## src/rtl/y86_mem_pkg.sv

```systemverilog
// Shared definitions for the Y86 memory-port arbiter and the memory stage.
//  - arb_state_e : arbiter FSM states (idle / request in flight / response pulse)
//  - arb_side_e  : which requester owns the current access (fetch or data)
//  - AlignMask   : byte-offset bits that must be zero for an 8-byte word access
//  - StatAok/StatAdr : Y86 status codes (SAOK/SADR) consumed by the memory stage
package y86_mem_pkg;

    typedef enum logic [1:0] {
        StIdle = 2'd0,
        StReq  = 2'd1,
        StResp = 2'd2
    } arb_state_e;

    typedef enum logic {
        SideI = 1'b0,
        SideD = 1'b1
    } arb_side_e;

    localparam logic [2:0] AlignMask = 3'b111;

    localparam logic [2:0] StatAok = 3'd1;
    localparam logic [2:0] StatAdr = 3'd3;

    function automatic logic is_misaligned(input logic [2:0] addr_lsbs);
        return (addr_lsbs & AlignMask) != 3'b000;
    endfunction

endpackage

```

## src/rtl/arb_timeout_ctr.sv

```systemverilog
// Watchdog counter for an outstanding backing-memory request.
//  clk_i, rst_i : clock, synchronous active-high reset
//  clear_i      : force count to zero (held while no request is in flight)
//  en_i         : count one cycle of waiting
//  expired_o    : count has reached TIMEOUT-1; the current cycle is the last one allowed
module arb_timeout_ctr #(
    parameter int unsigned TIMEOUT = 16
) (
    input  logic clk_i,
    input  logic rst_i,
    input  logic clear_i,
    input  logic en_i,
    output logic expired_o
);

    localparam int unsigned CntW = $clog2(TIMEOUT + 1);

    logic [CntW-1:0] cnt_q, cnt_d;

    assign expired_o = (cnt_q == CntW'(TIMEOUT - 1));

    always_comb begin
        cnt_d = cnt_q;
        if (clear_i) begin
            cnt_d = '0;
        end else if (en_i && !expired_o) begin
            cnt_d = cnt_q + CntW'(1);
        end
    end

    always_ff @(posedge clk_i) begin
        if (rst_i) begin
            cnt_q <= '0;
        end else begin
            cnt_q <= cnt_d;
        end
    end

endmodule

```

## src/rtl/mem_port_arbiter.sv

```systemverilog
// Shares one backing-memory port between fetch (I-side, read-only) and the memory stage
// (D-side, read/write). D-side wins contention, but after MAX_D_RUN consecutive D grants
// with fetch waiting, fetch is granted. Misaligned accesses complete with an error without
// touching memory; a request that sees no mem_ack_i within TIMEOUT cycles aborts with error.
//  i_req_i/i_addr_i                     fetch request          -> i_done_o, i_rdata_o, i_err_o
//  d_req_i/d_we_i/d_addr_i/d_wdata_i    data request           -> d_done_o, d_rdata_o, d_err_o
//  mem_req_o/mem_we_o/mem_addr_o/mem_wdata_o  backing-memory request
//  mem_ack_i/mem_rdata_i/mem_err_i      backing-memory completion
//  busy_o                               an access is in progress
module mem_port_arbiter
    import y86_mem_pkg::*;
#(
    parameter int unsigned ADDR_W    = 64,
    parameter int unsigned DATA_W    = 64,
    parameter int unsigned MAX_D_RUN = 4,
    parameter int unsigned TIMEOUT   = 16
) (
    input  logic              clk_i,
    input  logic              rst_i,
    input  logic              i_req_i,
    input  logic [ADDR_W-1:0] i_addr_i,
    output logic              i_done_o,
    output logic [DATA_W-1:0] i_rdata_o,
    output logic              i_err_o,
    input  logic              d_req_i,
    input  logic              d_we_i,
    input  logic [ADDR_W-1:0] d_addr_i,
    input  logic [DATA_W-1:0] d_wdata_i,
    output logic              d_done_o,
    output logic [DATA_W-1:0] d_rdata_o,
    output logic              d_err_o,
    output logic              mem_req_o,
    output logic              mem_we_o,
    output logic [ADDR_W-1:0] mem_addr_o,
    output logic [DATA_W-1:0] mem_wdata_o,
    input  logic              mem_ack_i,
    input  logic [DATA_W-1:0] mem_rdata_i,
    input  logic              mem_err_i,
    output logic              busy_o
);

    localparam int unsigned DRunW = $clog2(MAX_D_RUN + 1);

    arb_state_e        state_q, state_d;
    arb_side_e         side_q, side_d;
    logic              we_q, we_d;
    logic [ADDR_W-1:0] addr_q, addr_d;
    logic [DATA_W-1:0] wdata_q, wdata_d;
    logic              err_q, err_d;
    logic [DATA_W-1:0] i_rdata_q, i_rdata_d;
    logic [DATA_W-1:0] d_rdata_q, d_rdata_d;
    logic [DRunW-1:0]  d_run_q, d_run_d;

    logic              tmo_expired;
    logic              grant_d;
    logic [ADDR_W-1:0] sel_addr;
    // Completion bookkeeping: which side finishes this cycle and with what read data.
    logic              cpl;
    arb_side_e         cpl_side;
    logic              cpl_we;
    logic [DATA_W-1:0] cpl_rdata;

    arb_timeout_ctr #(
        .TIMEOUT (TIMEOUT)
    ) u_timeout (
        .clk_i     (clk_i),
        .rst_i     (rst_i),
        .clear_i   (state_q != StReq),
        .en_i      (state_q == StReq),
        .expired_o (tmo_expired)
    );

    always_comb begin
        state_d   = state_q;
        side_d    = side_q;
        we_d      = we_q;
        addr_d    = addr_q;
        wdata_d   = wdata_q;
        err_d     = err_q;
        i_rdata_d = i_rdata_q;
        d_rdata_d = d_rdata_q;
        d_run_d   = d_run_q;
        grant_d   = 1'b0;
        sel_addr  = i_addr_i;
        cpl       = 1'b0;
        cpl_side  = side_q;
        cpl_we    = we_q;
        cpl_rdata = '0;

        case (state_q)
            StIdle: begin
                if (i_req_i || d_req_i) begin
                    grant_d  = d_req_i && !(i_req_i && (d_run_q == DRunW'(MAX_D_RUN)));
                    sel_addr = grant_d ? d_addr_i : i_addr_i;
                    side_d   = grant_d ? SideD : SideI;
                    we_d     = grant_d && d_we_i;
                    addr_d   = sel_addr;
                    wdata_d  = grant_d ? d_wdata_i : '0;
                    // The streak only grows while fetch is actually being held off.
                    if (grant_d && i_req_i) begin
                        if (d_run_q != DRunW'(MAX_D_RUN)) begin
                            d_run_d = d_run_q + DRunW'(1);
                        end
                    end else begin
                        d_run_d = '0;
                    end
                    if (is_misaligned(sel_addr[2:0])) begin
                        state_d  = StResp;
                        err_d    = 1'b1;
                        cpl      = 1'b1;
                        cpl_side = side_d;
                        cpl_we   = we_d;
                    end else begin
                        state_d = StReq;
                        err_d   = 1'b0;
                    end
                end
            end
            StReq: begin
                if (mem_ack_i) begin
                    state_d   = StResp;
                    err_d     = mem_err_i;
                    cpl       = 1'b1;
                    cpl_rdata = mem_rdata_i;
                end else if (tmo_expired) begin
                    state_d = StResp;
                    err_d   = 1'b1;
                    cpl     = 1'b1;
                end
            end
            StResp: begin
                state_d = StIdle;
            end
            default: begin
                state_d = StIdle;
            end
        endcase

        // Writes never disturb the D-side read-data register.
        if (cpl) begin
            if (cpl_side == SideI) begin
                i_rdata_d = cpl_rdata;
            end else if (!cpl_we) begin
                d_rdata_d = cpl_rdata;
            end
        end
    end

    always_ff @(posedge clk_i) begin
        if (rst_i) begin
            state_q   <= StIdle;
            side_q    <= SideI;
            we_q      <= 1'b0;
            addr_q    <= '0;
            wdata_q   <= '0;
            err_q     <= 1'b0;
            i_rdata_q <= '0;
            d_rdata_q <= '0;
            d_run_q   <= '0;
        end else begin
            state_q   <= state_d;
            side_q    <= side_d;
            we_q      <= we_d;
            addr_q    <= addr_d;
            wdata_q   <= wdata_d;
            err_q     <= err_d;
            i_rdata_q <= i_rdata_d;
            d_rdata_q <= d_rdata_d;
            d_run_q   <= d_run_d;
        end
    end

    assign i_done_o    = (state_q == StResp) && (side_q == SideI);
    assign d_done_o    = (state_q == StResp) && (side_q == SideD);
    assign i_err_o     = i_done_o && err_q;
    assign d_err_o     = d_done_o && err_q;
    assign i_rdata_o   = i_rdata_q;
    assign d_rdata_o   = d_rdata_q;
    assign mem_req_o   = (state_q == StReq);
    assign mem_we_o    = (state_q == StReq) && we_q;
    assign mem_addr_o  = addr_q;
    assign mem_wdata_o = wdata_q;
    assign busy_o      = (state_q != StIdle);

endmodule

```

## config.mk

```make
export PLATFORM = sky130hd
export DESIGN_NAME = mem_port_arbiter
export DESIGN_NICKNAME = d
export VERILOG_FILES = /design/src/rtl/y86_mem_pkg.sv /design/src/rtl/arb_timeout_ctr.sv /design/src/rtl/mem_port_arbiter.sv
export SDC_FILE = /design/constraint.sdc
export NUM_CORES = 1
export LEC_CHECK = 0
export BUFFER_PORTS_ARGS = -buffer_cell sky130_fd_sc_hd__buf_2
export CORE_AREA = 10 10 195 197
export CTS_BUF_LIST = sky130_fd_sc_hd__clkbuf_16
export DETAILED_ROUTE_END_ITERATION = 16
export DIE_AREA = 0 0 205 207
export PLACE_DENSITY = 0.61
export SETUP_SLACK_MARGIN = 0.2
export SLEW_MARGIN = 25
export SYNTH_ARGS = -nofsm -noshare
export SYNTH_HDL_FRONTEND = slang
export SYNTH_SLANG_ARGS = --single-unit
```

## constraint.sdc

```tcl
create_clock -name clk_i -period 2.4 [get_ports clk_i]
set_clock_uncertainty 0.2 [all_clocks]
set_input_delay 0 -clock clk_i [delete_from_list [all_inputs] [get_ports clk_i]]
set_output_delay 0 -clock clk_i [all_outputs]
set_load 0.01 [all_outputs]
```

# After elaboration in Yosys (flattened, before gate mapping)
# Index checks and enable logic that the tools add are counted.
word_totals:
  regBits: 269
  in_bits: 263
  out_inout_bits: 263
classes:
  addsub: 2
  eq_ne: 9
  mux: 27
  n_bitwise: 3
  n_reduce_logical: 24
op_table:
  columns: ["cell", "count"]
  rows:
  - ["64-bit two-way mux", 4]
  - ["1-bit two-way mux", 14]
  - ["1-bit logical AND", 10]
  - ["3-bit AND reduction", 3]
  - ["2-bit two-way mux", 4]
  - ["3-bit two-way mux", 2]
  - ["3-bit inequality test (second input constant)", 2]
  - ["2-bit AND reduction", 3]
  - ["5-bit by 1-bit adder with 5-bit output (second input constant)", 1]
  - ["5-bit by 4-bit equality test with 1-bit output (second input constant)", 1]
  - ["2-bit by 1-bit inequality test with 1-bit output (second input constant)", 2]
  - ["1-bit case mux with 2 select lines", 2]
  - ["2-bit case mux with 2 select lines", 1]
  - ["2-bit nonzero test", 2]
  - ["3-bit by 1-bit adder with 3-bit output (second input constant)", 1]
  - ["3-bit equality test (second input constant)", 1]
  - ["1-bit NOT", 3]
  - ["3-bit nonzero test", 1]
  - ["2-bit by 1-bit equality test with 1-bit output (second input constant)", 1]
  - ["2-bit equality test (second input constant)", 1]
  - ["1-bit logical NOT", 2]
  - ["2-bit logical NOT", 1]
  - ["2-bit inequality test (second input constant)", 1]
  - ["2-bit OR reduction", 1]
  - ["1-bit logical OR", 1]

# Depth between registers and ports, before layout
# Gate-level depths: netlist of the first run.
depth:
  depth_word: 11
  depth_mapped: 10
  ltp_nobuf: 7

# Hierarchy
# Synthesis of the first run repeated with hierarchy kept, for this count alone.
hier_totals:
  cells_unflattened: 1227
  hier_area_um2: 10740.3
modules_own_cells:
  columns: ["mod", "n_inst", "cells_per_inst", "area_per_inst_um2", "seq_area_each_um2"]
  rows:
  - ["mem_port_arbiter", 1, 1201, 10498.8, 5285.1]
  - ["arb_timeout_ctr", 1, 26, 241.5, 100.1]

# Least setup slack after synthesis of the first run
# No wires, ideal clock.
synth_timing:
  path_type: "register to register"
  startpoint: "register u_timeout.cnt_q[0]"
  endpoint: "register d_rdata_q[10], in the netlist d_rdata_o[10]"
  arrival_ps: 2050
  t_required_ps: 2128
  setup_slack_ps: 78
  path_stages_with_launch: 11
  n_path_buf: 3
  cell_sequence: "dfxtp_1 -> ha_1 -> and3_1 -> ha_1 -> clkbuf_1 -> nor2_1 -> nor4bb_1 -> a31oi_1 -> buf_2 -> buf_2 -> mux2i_1"
synth_via:
  elab_chain_len: 5
synth_lines:
  columns: ["element", "line_no", "source"]
  rows:
  - ["start, declared", "arb_timeout_ctr.sv:18", "logic [CntW-1:0] cnt_q, cnt_d;"]
  - ["start signal, assigned", "arb_timeout_ctr.sv:35", "cnt_q <= cnt_d;"]
  - ["5-bit by 4-bit equality test with 1-bit output", "arb_timeout_ctr.sv:20", "assign expired_o = (cnt_q == CntW'(TIMEOUT - 1));"]
  - ["1-bit two-way mux", "mem_port_arbiter.sv:125", "end else if (tmo_expired) begin"]
  - ["1-bit two-way mux", "mem_port_arbiter.sv:120", "if (mem_ack_i) begin"]
  - ["1-bit case mux with 2 select lines", "mem_port_arbiter.sv:90", "case (state_q)"]
  - ["3-bit AND reduction (no source line)", null, null]
  - ["end signal, assigned", "mem_port_arbiter.sv:168", "d_rdata_q <= d_rdata_d;"]
  - ["end, declared", "mem_port_arbiter.sv:51", "logic [DATA_W-1:0] d_rdata_q, d_rdata_d;"]
# No other way between the ends.
# A chain may end at the register's enable or synchronous reset.

# Worst setup path in the final report of the first run
layout_timing:
  startpoint: "register u_timeout.cnt_q[0]"
  endpoint: "register d_rdata_q[58], in the netlist d_rdata_o[58]"
# Same word-level chain as after synthesis.

==> results of run 1 <==
## routing by layer
| metal | track usage [%] | up-vias |
|---|---|---|
| met4 | 6.37 | 0 |
| met2 | 32.9 | 569 |
| met1 | 22.6 | 5310 |
| met5 | 0 | - |
| met3 | 6.29 | 89 |
| li1 | - | 5465 |
## cell usage in the layout (no fill, tap or decap), types with 4 or more instances in the layout
cell	synthesis	final
mux2i_1	129	126
buf_4	0	19
buf_16	0	4
a21oi_1	5	5
a22oi_1	64	64
nand3_1	5	5
buf_6	7	5
clkbuf_16	0	34
inv_1	7	11
clkinv_2	0	7
clkinv_1	0	9
a311oi_1	65	65
dfxtp_1	269	267
buf_2	9	524
buf_12	0	14
dlygate4sd3_1	0	266
nor2_1	140	137
diode_2	0	6
nand2_1	328	327
## what timing repair did
action                     in CTS  in global routing
setup endpoints to repair     121                 77
setup buffers                   8                  4
pin swaps                       4                  3
hold endpoints to repair      269                  2
gates cloned                    3                  2
gates resized for setup        16                 12
## per-stage QoR
stage	area [sq um]	utilization [%]	cells	hold slack, ps
after detailed placement	13500	39.6	2061	44.0
after global routing	17400	51.1	2404	-253
final	17400	51.1	2404	-243
after floorplan	10300	-	1149	-48.1
after global placement	13500	39.6	2061	40.9
after CTS	17300	50.6	2392	-311
## worst min-delay path, stage by stage
cell and delay, ps:
buf_2 150, a311oi_1 100, a32o_1 220
## power by group through the flow
| stage | sequential [W] | clock, W | combinational, W |
|---|---|---|---|
| after floorplan | 0.00495 | 0 | 0.000686 |
| after global placement | 0.00486 | 0 | 0.00143 |
| after detailed placement | 0.00487 | 0 | 0.00145 |
| after CTS | 0.00477 | 0.00440 | 0.00184 |
| after global routing | 0.00480 | 0.00459 | 0.00204 |
| final | 0.00478 | 0.00429 | 0.00189 |
## cells by family after synthesis
kind of cell             count (synthesis)  synth area share [%]
AO/OA/AOI/OAI                          144                  11.2
XOR/XNOR                                 3                 0.256
adder cells (fa/ha/maj)                  4                 0.487
buffers and inverters                  104                  4.42
flip-flops                             269                  52.4
multiplexers                           129                  12.6
AND/OR/NAND/NOR                        496                  18.8
## worst max-delay path by stage
stage                                   from       endpoint  cells after the start
after global routing      u_timeout.cnt_q[1]  d_rdata_o[58]                     11
after detailed placement  u_timeout.cnt_q[0]  d_rdata_o[61]                     10
after floorplan           u_timeout.cnt_q[0]  d_rdata_o[10]                     10
final                     u_timeout.cnt_q[0]  d_rdata_o[58]                     11
after CTS                 u_timeout.cnt_q[0]  d_rdata_o[42]                     11
after global placement    u_timeout.cnt_q[0]  d_rdata_o[48]                     10
## sequential cells by signal, indices dropped and copies added (netlist names)
| register | flops |
|---|---|
| state_q | 2 |
| mem_wdata_o | 64 |
| side_q | 1 |
| u_timeout.cnt_q | 5 |
| err_q | 1 |
| i_rdata_o | 64 |
| d_run_q | 3 |
| mem_addr_o | 64 |
| d_rdata_o | 64 |
| we_q | 1 |
## layout make-up
| class | instances | share of cell area (%) |
|---|---|---|
| diodes | 6 | 0.0862 |
| clock buffers | 31 | 4.45 |
| well taps | 455 | 3.27 |
| clock inverters | 23 | 0.725 |
| multi-input cells | 776 | 26.1 |
| repair buffers | 837 | 34.3 |
| flip-flops and latches | 269 | 30.9 |
| inverters | 7 | 0.165 |
==> results.sh, run 1 <==
export IMPL_status="finished, violations left"
export IMPL_violations="negative hold slack"
export IMPL_cts_buffer_depth=3
export IMPL_synth_top_cell_area_share_pct=52.4
export IMPL_wl_microns=44200
export IMPL_setup_slack_ps=180
export IMPL_synth_area_sq_mm=0.0103
export IMPL_wl_met3_microns=4520
export IMPL_vdd_drop_max_v=0.000490
export IMPL_worstMarginPinSlew_ps=754
export IMPL_final_hold_violation_count=2
export IMPL_design_core_area_sq_mm=0.0341
export IMPL_fmax_mhz=450
export IMPL_synth_distinct_cells=33
export IMPL_slew_limit_headroom_pct=49.7
export IMPL_antenna_found_initial=6
export IMPL_syn_avg_cell_area_sq_um=8.95
export IMPL_slowest_delay_ps=360
export IMPL_worstReg2RegEnd="d_rdata_o[58]"
export IMPL_rows=68
export IMPL_cts_root_buf="clkbuf_16"
export IMPL_vias=11400
export IMPL_syn_num_nets=1416
export IMPL_path_buf_inv=4
export IMPL_gp_congestion=0.828
export IMPL_synth_edff_count=0
export IMPL_cp_start_kind="register"
export IMPL_wl_met1_microns=17300
export IMPL_die_area_sq_mm=0.0424
export IMPL_p_per_area_mw_per_mm2=629
export IMPL_synthArstFlopShare_pct=0
export IMPL_rrSetupSlack_ps=180
export IMPL_period_share_pct=92.5
export IMPL_critical_path_class="register to register"
export IMPL_crit_chain="ha_4, and3_4, ha_4, nor2_4, nor4bb_1, buf_4, a31oi_4, buf_6, buf_12, buf_12, mux2i_2"
export IMPL_worstHoldStart="mem_ack_i"
export IMPL_cts_buffers=30
export IMPL_grt_max_degree=135
export IMPL_worstPathArrival_ps=2450
export IMPL_rr_worst_depth=11
export IMPL_multiInputGateArea_sq_mm=0.00454
export IMPL_drtPass1Iterations=5
export IMPL_cts_sinks=269
export IMPL_crit_fanout=7
export IMPL_slew_violations=0
export IMPL_fillers=3004
export IMPL_synth_area_leaders="dfxtp_1, mux2i_1, nand2_1, a311oi_1, nor2_1"
export IMPL_whs_path_depth=3
export IMPL_endpoint_kind="register"
export IMPL_final_seq_area_sq_mm=0.00539
export IMPL_finalSetupViolCount=0
export IMPL_start_util_pct=30.1
export IMPL_wl_per_cell_microns=18.4
export IMPL_fin_crit_ps=2220
export IMPL_cp_required_ps=2630
export IMPL_preCtsSetupSlack_ps=41.2
export IMPL_top_layer_used="met4"
export IMPL_clk_latency_ps=560
export IMPL_holdWs_ps=-243
export IMPL_final_nets=2188
export IMPL_cpLargestDelayFamily="buffers and inverters"
export IMPL_synth_top_area_cell="dfxtp_1"
export IMPL_ctsHoldBuffers=266
export IMPL_die_h_microns=207
export IMPL_grt_pass1_vias=11900
export IMPL_ios=526
export IMPL_clk_pin_slew_ps=60
export IMPL_synth_ff_type="dfxtp_1"
export IMPL_hold_class="input port to register"
export IMPL_p_clk_share_pct=39.2
export IMPL_switchingPower_w=0.00293
export IMPL_drive_gt1_share_pct=32.4
export IMPL_p_leak_nw=8.61
export IMPL_ant_nets=0
export IMPL_seq_area_frac_synth_pct=52.4
export IMPL_grt_use_total_pct=19.4
export IMPL_swShare_pct=26.7
export IMPL_setup_tns_ps=0
export IMPL_dp_hpwl_microns=29200
export IMPL_intPower_w=0.00804
export IMPL_rsz0062_at_grt="yes"
export IMPL_grt_pass1_wl_microns=67600
export IMPL_cts_tree="yes"
export IMPL_ys_warn_count=0
export IMPL_total_power_w=0.0110
export IMPL_syn2layout_area_growth_pct=69.4
export IMPL_synth_cells=1149
export IMPL_p_comb_share_pct=17.2
export IMPL_drt_iter0_drc=544
export IMPL_post_route_drc_count=0
export IMPL_post_synth_top_count_cell="nand2_1"
export IMPL_viasPerCell=4.76
export IMPL_hold_end="err_q"
export IMPL_die_x_microns=205
export IMPL_p_seq_share_pct=43.6
export IMPL_cp_slowest_cell="dfxtp_2"
export IMPL_grt_remaining_overflow=0
export IMPL_htreeDepth=1
export IMPL_ys_top_cells_by_count="nand2_1, dfxtp_1, nor2_1"
export IMPL_cap_viol_max_count=0
export IMPL_wl_met2_microns=21100
export IMPL_io_buffers=525
export IMPL_timing_rr_start="u_timeout.cnt_q[0]"
export IMPL_ys_ff_latch=269
No activity file was read; power rests on OpenSTA's default activity.
==> run 2, diff against run 1 <==
- CORE_AREA: 10 10 195 197 -> 10 10 197 199
- DIE_AREA: 0 0 205 207 -> 0 0 207 209
- PLACE_DENSITY: 0.61 -> 0.62
- REMOVE_ABC_BUFFERS: default -> 1
- SYNTH_HIERARCHICAL: default -> 1
==> run 2 against run 1 <==
  * The run still ends with negative hold slack left
  * Design area is 3.8% higher
  * Final cell count is 3.6% higher
  * Hold slack better by 59 ps
  * Setup slack worse by 160 ps
  * Core utilization is 0.55 points higher
  * Critical path depth is 2 higher
==> results.sh, run 2 <==
export IMPL_start_util_pct=30.6
export IMPL_crit_top_cell="buf_6"
export IMPL_whs_path_depth=4
export IMPL_antenna_found_initial=3
export IMPL_post_synth_top_count_cell="dfxtp_1"
export IMPL_cp_slowest_cell="dfxtp_2"
export IMPL_final_nets=2271
export IMPL_worstPathArrival_ps=2610
export IMPL_syn2layout_area_growth_pct=68.5
export IMPL_total_power_w=0.0116
export IMPL_status="finished, violations left"
export IMPL_grt_pass1_vias=12500
export IMPL_holdWs_ps=-184
export IMPL_dp_hpwl_microns=31100
export IMPL_grt_remaining_overflow=0
export IMPL_worstReg2RegEnd="d_rdata_o[63]"
export IMPL_ys_top_cells_by_count="dfxtp_1, nand2_1, nor2_1"
export IMPL_dp_cells=2139
export IMPL_synth_ff_type="dfxtp_1"
export IMPL_final_hold_violation_count=11
export IMPL_ys_warn_count=6
export IMPL_fillers=3034
export IMPL_final_cell_mix="buf_2, dlygate4sd3_1, dfxtp_1, nand2_1, nor2_1"
export IMPL_ys_ff_latch=269
export IMPL_grt_max_degree=113
export IMPL_io_buffers=525
export IMPL_rrSetupSlack_ps=20
export IMPL_cpLargestDelayFamily="buffers and inverters"
export IMPL_p_per_area_mw_per_mm2=644
export IMPL_gp_congestion=0.912
export IMPL_die_h_microns=209
export IMPL_synth_cells=1227
export IMPL_fin_crit_ps=2380
export IMPL_die_area_sq_mm=0.0433
export IMPL_synth_area_leaders="dfxtp_1, nand2b_1, nand2_1, mux2i_1, a311oi_1"
export IMPL_critical_path_class="register to register"
export IMPL_clk_latency_ps=550
export IMPL_cap_viol_max_count=0
export IMPL_cp_depth=13
export IMPL_cts_sinks=269
export IMPL_wl_microns=48900
export IMPL_cts_root_buf="clkbuf_16"
export IMPL_fmax_mhz=420
export IMPL_worstHoldStart="mem_ack_i"
export IMPL_viasPerCell=4.87
export IMPL_post_route_drc_count=0
export IMPL_final_common_cell="buf_2"
export IMPL_synth_area_sq_mm=0.0107
export IMPL_endpoint_kind="register"
export IMPL_vias=12100
export IMPL_crit_fanout=5
export IMPL_ant_nets=0
export IMPL_ios=526
export IMPL_grt_pass1_wl_microns=72900
export IMPL_wl_per_cell_microns=19.6
export IMPL_synth_top_cell_area_share_pct=50.1
export IMPL_clk_pin_slew_ps=60
export IMPL_slew_violations=0
export IMPL_timing_rr_start="u_timeout/cnt_q[0]"
export IMPL_vdd_drop_max_v=0.000618
export IMPL_cts_buffer_depth=3
export IMPL_slowest_delay_ps=360
export IMPL_grt_use_total_pct=20.7
export IMPL_period_share_pct=99.1
export IMPL_p_leak_nw=8.43
export IMPL_final_util_pct=51.6
export IMPL_synthArstFlopShare_pct=0
export IMPL_path_buf_inv=5
export IMPL_rsz0062_at_grt="yes"
export IMPL_rr_worst_depth=13
export IMPL_slew_limit_headroom_pct=58.9
export IMPL_drtPass1Iterations=7
export IMPL_synth_distinct_cells=43
export IMPL_hold_end="err_q"
export IMPL_cts_buffers=30
export IMPL_cts_tree="yes"
export IMPL_hold_class="input port to register"
export IMPL_syn_avg_cell_area_sq_um=8.75
export IMPL_finalSetupViolCount=0
export IMPL_synth_top_area_cell="dfxtp_1"
export IMPL_seq_area_frac_synth_pct=50.1
export IMPL_crit_chain="ha_4, and3_4, ha_4, nor2_4, o32ai_2, o221a_2, o211ai_1, buf_4, buf_6, buf_6, buf_6, buf_16, mux2i_1"
export IMPL_die_x_microns=207
export IMPL_worstMarginPinSlew_ps=617
export IMPL_cp_required_ps=2630
export IMPL_violations="negative hold slack"
export IMPL_rows=69
export IMPL_cp_start_kind="register"
export IMPL_design_core_area_sq_mm=0.0351
export IMPL_ctsHoldBuffers=272
export IMPL_final_cells=2491
export IMPL_drt_iter0_drc=915
export IMPL_drive_gt1_share_pct=32.1
export IMPL_htreeDepth=1
export IMPL_synth_edff_count=0
-- run 2: stage by stage --
| step | setup TNS [ps] | setup WS [ps] | area, sq um |
|---|---|---|---|
| after floorplan | -829260 | -4710 | 10200 |
| after global placement | 0 | 24.0 | 13900 |
| after detailed placement | -117 | -25.9 | 13900 |
| after CTS | -355 | -26.6 | 18000 |
| after global routing | -1470 | -63.7 | 18100 |
| final | 0 | 21.0 | 18100 |
-- run 2: power breakdown --
part / internal (W) / switching (W)
clock network: 0.00286 / 0.00190
registers: 0.00467 / 0.000121
logic: 0.00104 / 0.00105
total: 0.00857 / 0.00307
-- run 2: worst min-delay path, stage by stage --
cell and delay (ps):
buf_2 130, nand2_1 120, o221ai_1 200, a21oi_1 70
-- run 2: metal layers --
metal	vias to the layer above	GRT usage, %	share of wire [%]	wire [microns]
met5	-	0	0	0
met4	0	9.06	4.2	2080
met3	98	6.95	9.2	4520
met2	656	36.4	49	23900
met1	5631	22.1	38	18300
li1	5749	-	-	-
-- run 2: worst max-delay path by stage --
stage	startpoint	to	slack [ps]
after floorplan	d_run_q[0]	d_rdata_o[0]	-4710
after CTS	u_timeout/cnt_q[1]	d_rdata_o[30]	-30
after global placement	u_timeout/cnt_q[0]	d_rdata_o[25]	20
final	u_timeout/cnt_q[0]	d_rdata_o[63]	20
after global routing	u_timeout/cnt_q[0]	d_rdata_o[5]	-60
after detailed placement	u_timeout/cnt_q[0]	d_rdata_o[52]	-30
-- run 2: final cells by class --
type	count	area, sq um	share of cell area [%]
Timing Repair Buffer	854	6180	34.2
Sequential cell	269	5390	29.8
Multi-Input combinational cell	844	4900	27.1
Clock buffer	31	776	4.29
Tap cell	461	577	3.19
Clock inverter	24	240	1.33
Inverter	5	18.8	0.104
Antenna cell	3	7.51	0.0415
-- run 2: timing repair --
action                                  4_1_cts  5_1_grt
pin swaps                                     3        5
cloned                                        4        3
endpoints found under the setup margin      109      176
resized for setup                            24       11
hold endpoints to repair                    264       11
setup buffers                                11        4
-- run 2: logic make-up (layout without fill, tap and decap cells) --
family	count (synthesis)	in the layout	synth area share, %
xor+xnor	2	2	0.163
mux	65	65	6.06
other cells	0	3	0
simple gates	561	561	24.0
buf+inv	114	914	5.03
fa+ha+maj	4	4	0.466
flops	269	269	50.1
compound gates	212	212	14.1
